### src/rtl/divisor_pkg.sv
// Shared constants and state encoding for the sequential restoring divider.
package divisor_pkg;

  localparam int ANCHO = 16;
  localparam int CNT_W = 5;
  localparam logic [CNT_W-1:0] N_PASOS = 5'd16;
  localparam logic [ANCHO-1:0] COCIENTE_DIV_CERO = 16'hFFFF;

  typedef enum logic [1:0] {
    IDLE = 2'd0,
    CALC = 2'd1,
    DONE = 2'd2
  } estado_t;

endpackage

### src/rtl/divisor_paso.sv
// One restoring-division step: shift in the next dividend bit, try to
// subtract the divisor, keep the difference only if it is non-negative.
module divisor_paso
  import divisor_pkg::*;
(
  input  logic [ANCHO:0]   i_rem,
  input  logic             i_bit,
  input  logic [ANCHO-1:0] i_dsr,
  output logic [ANCHO:0]   o_rem,
  output logic             o_q
);

  logic [ANCHO+1:0] w_shift;
  logic [ANCHO+1:0] w_diff;

  // Trial subtraction; the extra top bit acts as the borrow/sign.
  always_comb begin
    w_shift = {i_rem, i_bit};
    w_diff  = w_shift - {2'b00, i_dsr};
    o_q     = ~w_diff[ANCHO+1];
    o_rem   = o_q ? w_diff[ANCHO:0] : w_shift[ANCHO:0];
  end

endmodule

### src/rtl/divisor_secuencial.sv
// 16-bit sequential restoring divider, one quotient bit per clock.
// Optional signed mode is enabled by defining DIVISOR_SIGNO_EN, which adds
// the con_signo input; magnitudes are divided unsigned and signs fixed on
// the final step so signed operation costs no extra cycles.
//
// state | meaning
// IDLE  | waiting for start
// CALC  | 16 restoring steps in progress (busy = 1)
// DONE  | results valid for one cycle (done = 1); start accepted here too
module divisor_secuencial
  import divisor_pkg::*;
(
  input  logic             clk,
  input  logic             rst,
  input  logic             start,
  input  logic [ANCHO-1:0] A,
  input  logic [ANCHO-1:0] B,
  output logic [ANCHO-1:0] cociente,
  output logic [ANCHO-1:0] residuo,
  output logic             busy,
  output logic             done,
  output logic             div_cero
`ifdef DIVISOR_SIGNO_EN
  ,
  input  logic             con_signo
`endif
);

  estado_t          r_estado;
  logic [CNT_W-1:0] r_cnt;
  logic [ANCHO-1:0] r_dvd;   // dividend bits shift out, quotient bits shift in
  logic [ANCHO-1:0] r_dsr;
  logic [ANCHO:0]   r_rem;
  logic             r_neg_q;
  logic             r_neg_r;

  logic             w_signo;
  logic             w_a_neg;
  logic             w_b_neg;
  logic [ANCHO-1:0] w_a_mag;
  logic [ANCHO-1:0] w_b_mag;
  logic [ANCHO:0]   w_rem_nxt;
  logic             w_q_bit;
  logic [ANCHO-1:0] w_quo_nxt;

`ifdef DIVISOR_SIGNO_EN
  assign w_signo = con_signo;
`else
  assign w_signo = 1'b0;
`endif

  // Operand magnitudes and signs, taken straight from the inputs at accept.
  always_comb begin
    w_a_neg   = w_signo & A[ANCHO-1];
    w_b_neg   = w_signo & B[ANCHO-1];
    w_a_mag   = w_a_neg ? (~A + 16'd1) : A;
    w_b_mag   = w_b_neg ? (~B + 16'd1) : B;
    w_quo_nxt = {r_dvd[ANCHO-2:0], w_q_bit};
  end

  divisor_paso u_paso (
    .i_rem (r_rem),
    .i_bit (r_dvd[ANCHO-1]),
    .i_dsr (r_dsr),
    .o_rem (w_rem_nxt),
    .o_q   (w_q_bit)
  );

  // Control FSM, iteration counter, operand and result registers.
  always_ff @(posedge clk) begin
    if (rst) begin
      r_estado <= IDLE;
      r_cnt    <= '0;
      r_dvd    <= '0;
      r_dsr    <= '0;
      r_rem    <= '0;
      r_neg_q  <= 1'b0;
      r_neg_r  <= 1'b0;
      cociente <= '0;
      residuo  <= '0;
      busy     <= 1'b0;
      done     <= 1'b0;
      div_cero <= 1'b0;
    end else begin
      case (r_estado)
        IDLE, DONE: begin
          if (start) begin
            if (B == '0) begin
              r_estado <= DONE;
              busy     <= 1'b0;
              done     <= 1'b1;
              cociente <= COCIENTE_DIV_CERO;
              residuo  <= A;
              div_cero <= 1'b1;
            end else begin
              r_estado <= CALC;
              busy     <= 1'b1;
              done     <= 1'b0;
              r_cnt    <= N_PASOS;
              r_rem    <= '0;
              r_dvd    <= w_a_mag;
              r_dsr    <= w_b_mag;
              r_neg_q  <= w_a_neg ^ w_b_neg;
              r_neg_r  <= w_a_neg;
            end
          end else begin
            r_estado <= IDLE;
            busy     <= 1'b0;
            done     <= 1'b0;
          end
        end
        CALC: begin
          r_rem <= w_rem_nxt;
          r_dvd <= w_quo_nxt;
          r_cnt <= r_cnt - 5'd1;
          if (r_cnt == 5'd1) begin
            r_estado <= DONE;
            busy     <= 1'b0;
            done     <= 1'b1;
            cociente <= r_neg_q ? (~w_quo_nxt + 16'd1) : w_quo_nxt;
            residuo  <= r_neg_r ? (~w_rem_nxt[ANCHO-1:0] + 16'd1)
                                : w_rem_nxt[ANCHO-1:0];
            div_cero <= 1'b0;
          end
        end
        default: begin
          r_estado <= IDLE;
          busy     <= 1'b0;
          done     <= 1'b0;
        end
      endcase
    end
  end

endmodule

### config.mk
export PLATFORM = sky130hd
export DESIGN_NAME = divisor_secuencial
export DESIGN_NICKNAME = d
export VERILOG_FILES = /design/src/rtl/divisor_pkg.sv /design/src/rtl/divisor_paso.sv /design/src/rtl/divisor_secuencial.sv
export SDC_FILE = /design/constraint.sdc
export NUM_CORES = 1
export LEC_CHECK = 0
export CAP_MARGIN = 0
export CORE_MARGIN = 2
export CORE_UTILIZATION = 40
export CTS_CLUSTER_DIAMETER = 60
export DETAILED_ROUTE_END_ITERATION = 8
export HOLD_SLACK_MARGIN = 0.03
export PLACE_DENSITY_LB_ADDON = 0.05
export SYNTH_ARGS = -nofsm -noshare
export SYNTH_HDL_FRONTEND = slang
export SYNTH_SLANG_ARGS = --single-unit
### constraint.sdc
create_clock -name clk -period 2.8 [get_ports clk]
set_clock_uncertainty 0.05 [all_clocks]
set_input_delay 0.42 -clock clk [delete_from_list [all_inputs] [get_ports clk]]
set_output_delay 0.42 -clock clk [all_outputs]
set_load 0.02 [all_outputs]
# == After elaboration in Yosys (flattened, before gate mapping) ==
# Index checks and enable logic that the tools add are counted.
# totals
regBits,91
inputBits,35
out_inout_bits,35
wordCells,61
# classes
add_sub_neg,2
eq_ne,7
mux,33
bitwise,2
n_reduce_logical,7
# op_table
operator,n
16-bit 2-to-1 mux,8
16-bit case mux with 2 select lines,3
17-bit 2-to-1 mux,3
17-bit case mux with 2 select lines,1
18-bit by 16-bit subtractor with 18-bit output,1
16-bit logical NOT,1
5-bit 2-to-1 mux,2
5-bit case mux with 2 select lines,1
1-bit 2-to-1 mux,8
2-bit != test (second input constant),4
2-bit 2-to-1 mux,3
1-bit case mux with 2 select lines,3
3-bit AND reduction,2
5-bit by 1-bit equality test with 1-bit output (second input constant),1
5-bit by 1-bit subtractor with 5-bit output (second input constant),1
2-bit case mux with 2 select lines,1
4-bit AND reduction,1
2-bit by 1-bit equality test with 1-bit output (second input constant),1
2-bit equality test (second input constant),1
2-bit logical NOT,1
1-bit inverter,2
2-bit nonzero test,1
2-bit OR reduction,1

# == Depth between registers and ports, before layout ==
# depth
ltp_word,4
depth_mapped,12
ltp_nobuf,12

# == Hierarchy ==
# A second synthesis with hierarchy kept.
# unflattened
cells_unflattened,576
area_unflattened_um2,4885.9
# by_module_without_submodules
mod,n_inst,cells_per_inst,area_per_inst_um2,seq_area_each_um2
divisor_secuencial,1,428,3734.8,1801.7
divisor_paso,1,148,1151.1,0.0

# == Worst setup path after synthesis ==
# No wires, ideal clock.
# synth_timing
path_kind,register to register
start,register r_dvd[15]
end,register r_rem[16]
setup_ns,0.070
arrival_ns,2.435
t_required_ns,2.680
slack_ns,0.245
path_stages_with_launch,13
path_buffers,0
period_less_slack_ns,2.555
cell_sequence,dfxtp_1 > inv_1 > ha_1 > inv_1 > fa_1 > a211oi_1 > o21bai_1 > o22ai_2 > o21bai_1 > a311o_1 > nor4b_2 > o21ai_1 > a21boi_1
# synth_via
elab_chain_cells,3
# synth_lines
element,line_no,rtl
from (decl),divisor_secuencial.sv:31,logic [ANCHO-1:0] r_dvd;
from (signal assigned),divisor_secuencial.sv:101,r_dvd <= w_a_mag;
from (signal assigned),divisor_secuencial.sv:114,r_dvd <= w_quo_nxt;
18-bit by 16-bit subtractor with 18-bit output,divisor_paso.sv:19,"w_diff = w_shift - {2'b00, i_dsr};"
17-bit 2-to-1 mux,divisor_paso.sv:21,o_rem = o_q ? w_diff[ANCHO:0] : w_shift[ANCHO:0];
17-bit case mux with 2 select lines,divisor_secuencial.sv:85,case (r_estado)
to (signal assigned),divisor_secuencial.sv:113,r_rem <= w_rem_nxt;
to (decl),divisor_secuencial.sv:33,logic [ANCHO:0] r_rem;
# No other way between the ends.
# A chain may end at the register's enable or synchronous reset.

# == Worst setup path after layout ==
# layout_timing
start,register r_dsr[1]
end,register residuo[5]
# layout_via
elab_chain_cells,4
# layout_lines
element,line_no,rtl
from (decl),divisor_secuencial.sv:32,logic [ANCHO-1:0] r_dsr;
from (signal assigned),divisor_secuencial.sv:102,r_dsr <= w_b_mag;
18-bit by 16-bit subtractor with 18-bit output,divisor_paso.sv:19,
17-bit 2-to-1 mux,divisor_paso.sv:21,
16-bit 2-to-1 mux,divisor_secuencial.sv:116,if (r_cnt == 5'd1) begin
16-bit case mux with 2 select lines,divisor_secuencial.sv:85,
to (signal assigned),divisor_secuencial.sv:121,residuo <= r_neg_r ? (~w_rem_nxt[ANCHO-1:0] + 16'd1)
to (decl),divisor_secuencial.sv:19,"output logic [ANCHO-1:0] residuo,"
# No other way between the ends. The select of a mux whose other input is x is not followed.

==> impl_metrics.yaml <==
global_routing:
  grt_usage: 0.2125
  grt_max_degree: 54
  antenna_found_initial: 0
  grt_overflow: 0
  grt_pass1_vias: 4173
  grt_first_pass_wirelength_mm: 21.53
clocking:
  clockRootBuffer: "clkbuf_16"
  h-tree-depth: 3
  clock_latency_ps: 350
  numCtsBuffers: 9
  clk_path_buf_depth: 2
  cts_tree: "yes"
  cts.clk_slew.worst_paths_ps: 70
  cts_sinks: 89
floorplanning:
  design.core.area_um2: 11420
  boundaryPins: 70
  die_w_um: 112.1
  die_area_um2: 12580
  start_util: 0.4097
  rows: 39
  die_y_um: 112.1
detailed_routing:
  post_drt_wl_per_cell_um: 16.30
  num_vias: 4418
  drtIter0Drc: 169
  wl_mm: 13.22
  first_pass_iters: 5
  drtAntennaViolNets: 0
  viasPerCell: 5.448
  post-route-drc-count: 0
placed_design:
  dp_slack_ps: -244.9
  gp_congestion: 0.8065
  postPlaceCellArea_um2: 5590
  dp_hpwl_mm: 9.509
  dp_cells: 787
  numPortBuffers: 69
synthesis:
  synth_top_family_by_area: "simple AND/OR/NAND/NOR gates"
  ys.flop_type: "dfxtp_1"
  synth_cells: 588
  synth_nets: 642
  synth_async_sr_flop_share: 0
  synth.area.mux_share: 0.01926
  synth_compound_area_frac: 0.2156
  synth-xor-area-share: 0.02621
  seq_area_frac_synth: 0.3809
  synth-edff-count: 0
  ys_ff_latch: 89
  synth_warnings: 0
  synth-adder-area-share: 0.05242
  synth_simple_gate_area_frac: 0.2469
  yosys.area.top_type: "dfxtp_1"
  ys_types: 67
  syn_area_per_cell_um2: 7.956
  synth.top_cell.area_share: 0.3809
  synth_area_leaders: "dfxtp_1 38%, nand2_1 6.7%, a21oi_1 6.1%, nor2_1 4.9%, ha_1 4.8%"
  synth_area_um2: 4678
final_layout:
  area_delta_synth_final_pct: 29.45
  final_common_cell: "dfxtp_1"
  nNetsFinal: 717
  n_antenna_cell: 0
  mostFrequentLayoutCells: "89 x dfxtp_1, 83 x nand2_1, 68 x clkdlybuf4s50_1, 60 x nor2_1, 57 x a21oi_1"
  ff_latch_area_um2: 1782
  fin_area_um2: 6056
  fin_cells: 811
  multiInputGateArea_um2: 2708
  drive_above_1_share: 0.1272
  utilization: 0.5304
  fillers: 1117
sta:
  rsz0062_at_grt: "yes"
  slew_violations: 0
  fin_crit_sh: 0.9621
  tightest_slew_ps: 671.4
  finalHoldViolations: 0
  worst_slack_ps: 106.2
  clock.fmax_mhz: 371.2
  setup_viol: 0
  fin_crit_ps: 2694
  slew_headroom: 0.5524
setup_path:
  path_max_fanout: 6
  cp-start-kind: "flip-flop"
  reg2reg_depth: 11
  crit_path_end_kind: "flip-flop"
  criticalPathCategory: "reg2reg"
  rr_endpoint: "residuo[5]"
  required_ps: 2980
  regToRegSetupSlack_ps: 110
  reg2reg_from: "r_dsr[1]"
  cp.arrival_ps: 2870
min_path:
  whs_path_depth: 2
  hold_end: "r_dsr[4]"
  hold_class: "reg2reg"
  hold_start: "r_dsr[4]"
status:
  status: "complete, no violations"
power_and_ir_drop:
  powerDensity_nw_per_um2: 677.0
  p_leak_nw: 2.318
  peakVddDrop_mv: 0.2803
  finalPower_mw: 4.100
job:
  drv_cap: 0
-- report_power, final --
| group | internal (mW) | switching, mW |
|---|---|---|
| Clock | 0.815 | 0.543 |
| Sequential | 1.35 | 0.0687 |
| Combinational | 0.588 | 0.738 |
-- layout make-up --
| type | instances | share of cell area |
|---|---|---|
| Inverter | 24 | 0.01488 |
| Timing Repair Buffer | 100 | 0.1599 |
| Multi-Input combinational cell | 439 | 0.4471 |
| Tap cell | 143 | 0.02955 |
| Clock buffer | 11 | 0.04008 |
| Clock inverter | 5 | 0.01426 |
| Sequential cell | 89 | 0.2942 |
-- through the flow --
| stage | hold WS (ps) | TNS (ps) |
|---|---|---|
| floorplan | 386.3 | 0 |
| global placement | 396.8 | -1815 |
| detailed placement | 399.4 | -2854 |
| CTS | 407.6 | 0 |
| global route | 439.5 | -30.33 |
| finish | 402.8 | 0 |
-- kinds of logic (layout without fill, tap and decap cells) --
group	after synthesis	count (layout)
DFF	89	89
xor gates and xnor gates	14	14
and+or+nand+nor	243	245
AOI/OAI and AO/OA	152	152
adders and majority gates	19	19
muxes	9	9
buffers and inverters	62	140
-- registers in the layout, summed over array words and instances, names as in the netlist --
name and flops:
cociente 16, div_cero 1, done 1, r_cnt 5
r_dsr 16, r_dvd 16, r_estado 1, r_rem 17
residuo 16
-- worst max-delay path, cell delays in order (launching register included) --
cell	delay (ps)
dfxtp_1	350
inv_1	100
ha_1	290
nor2b_4	140
o2111ai_2	170
a211oi_4	370
o21a_2	220
nor3_4	50
buf_12	160
nor2_8	180
mux2i_1	350
o22ai_1	140
-- worst max-delay path by stage --
| stage | end | startpoint | cells past startpoint |
|---|---|---|---|
| 3_3_place_gp | residuo[13] | B[10] | 9 |
| 6_report | residuo[5] | r_dsr[1] | 11 |
| 3_5_place_dp | residuo[1] | B[10] | 8 |
| 4_1_cts | residuo[5] | r_dsr[1] | 10 |
| 5_1_grt | residuo[15] | r_dsr[3] | 10 |
| 2_1_floorplan | r_rem[16] | r_dvd[15] | 12 |
-- metal layers --
layer / track usage / share of wire
met1: 0.3012 / 0.49
met4: 0.07886 / 0.016
met3: 0.03294 / 0.039
met5: 0 / 0
met2: 0.3281 / 0.45
-- repair_timing --
action | 4_1_cts | 5_1_grt
hold buffers | 0 | 0
pin swaps | 2 | 7
gates resized for setup | 1 | 14
buffers inserted | 0 | 6
endpoints found under the setup margin | 1 | 25
gates cloned | 0 | 2
-- synth_stat cells (2+ instances only) --
library cell  instances
nand2_1              83
and3_1                6
or3_1                 3
a311o_1               2
o22ai_2               2
a221oi_1              3
xor2_1                4
o21bai_1              3
a311oi_1             15
a21oi_2               2
o21ai_0              29
nand3b_1              2
nand4_1               6
mux2i_1               9
nor3_1               45
buf_2                 5
nor2_1               61
a211oi_1              5
nand2b_1              2
ha_1                 18
a21o_1                3
nand3_1              11
a21oi_1              57
nor4b_1               3
a31oi_1               2
xnor2_1              10
dfxtp_1              89
nor4_1                5
o22ai_1               6
o21ai_2               2
a311oi_2              2
inv_1                24
clkbuf_1             30
nand2_2               2
a21boi_0              4
o21a_1                2
(Power assumes the default switching activity.)
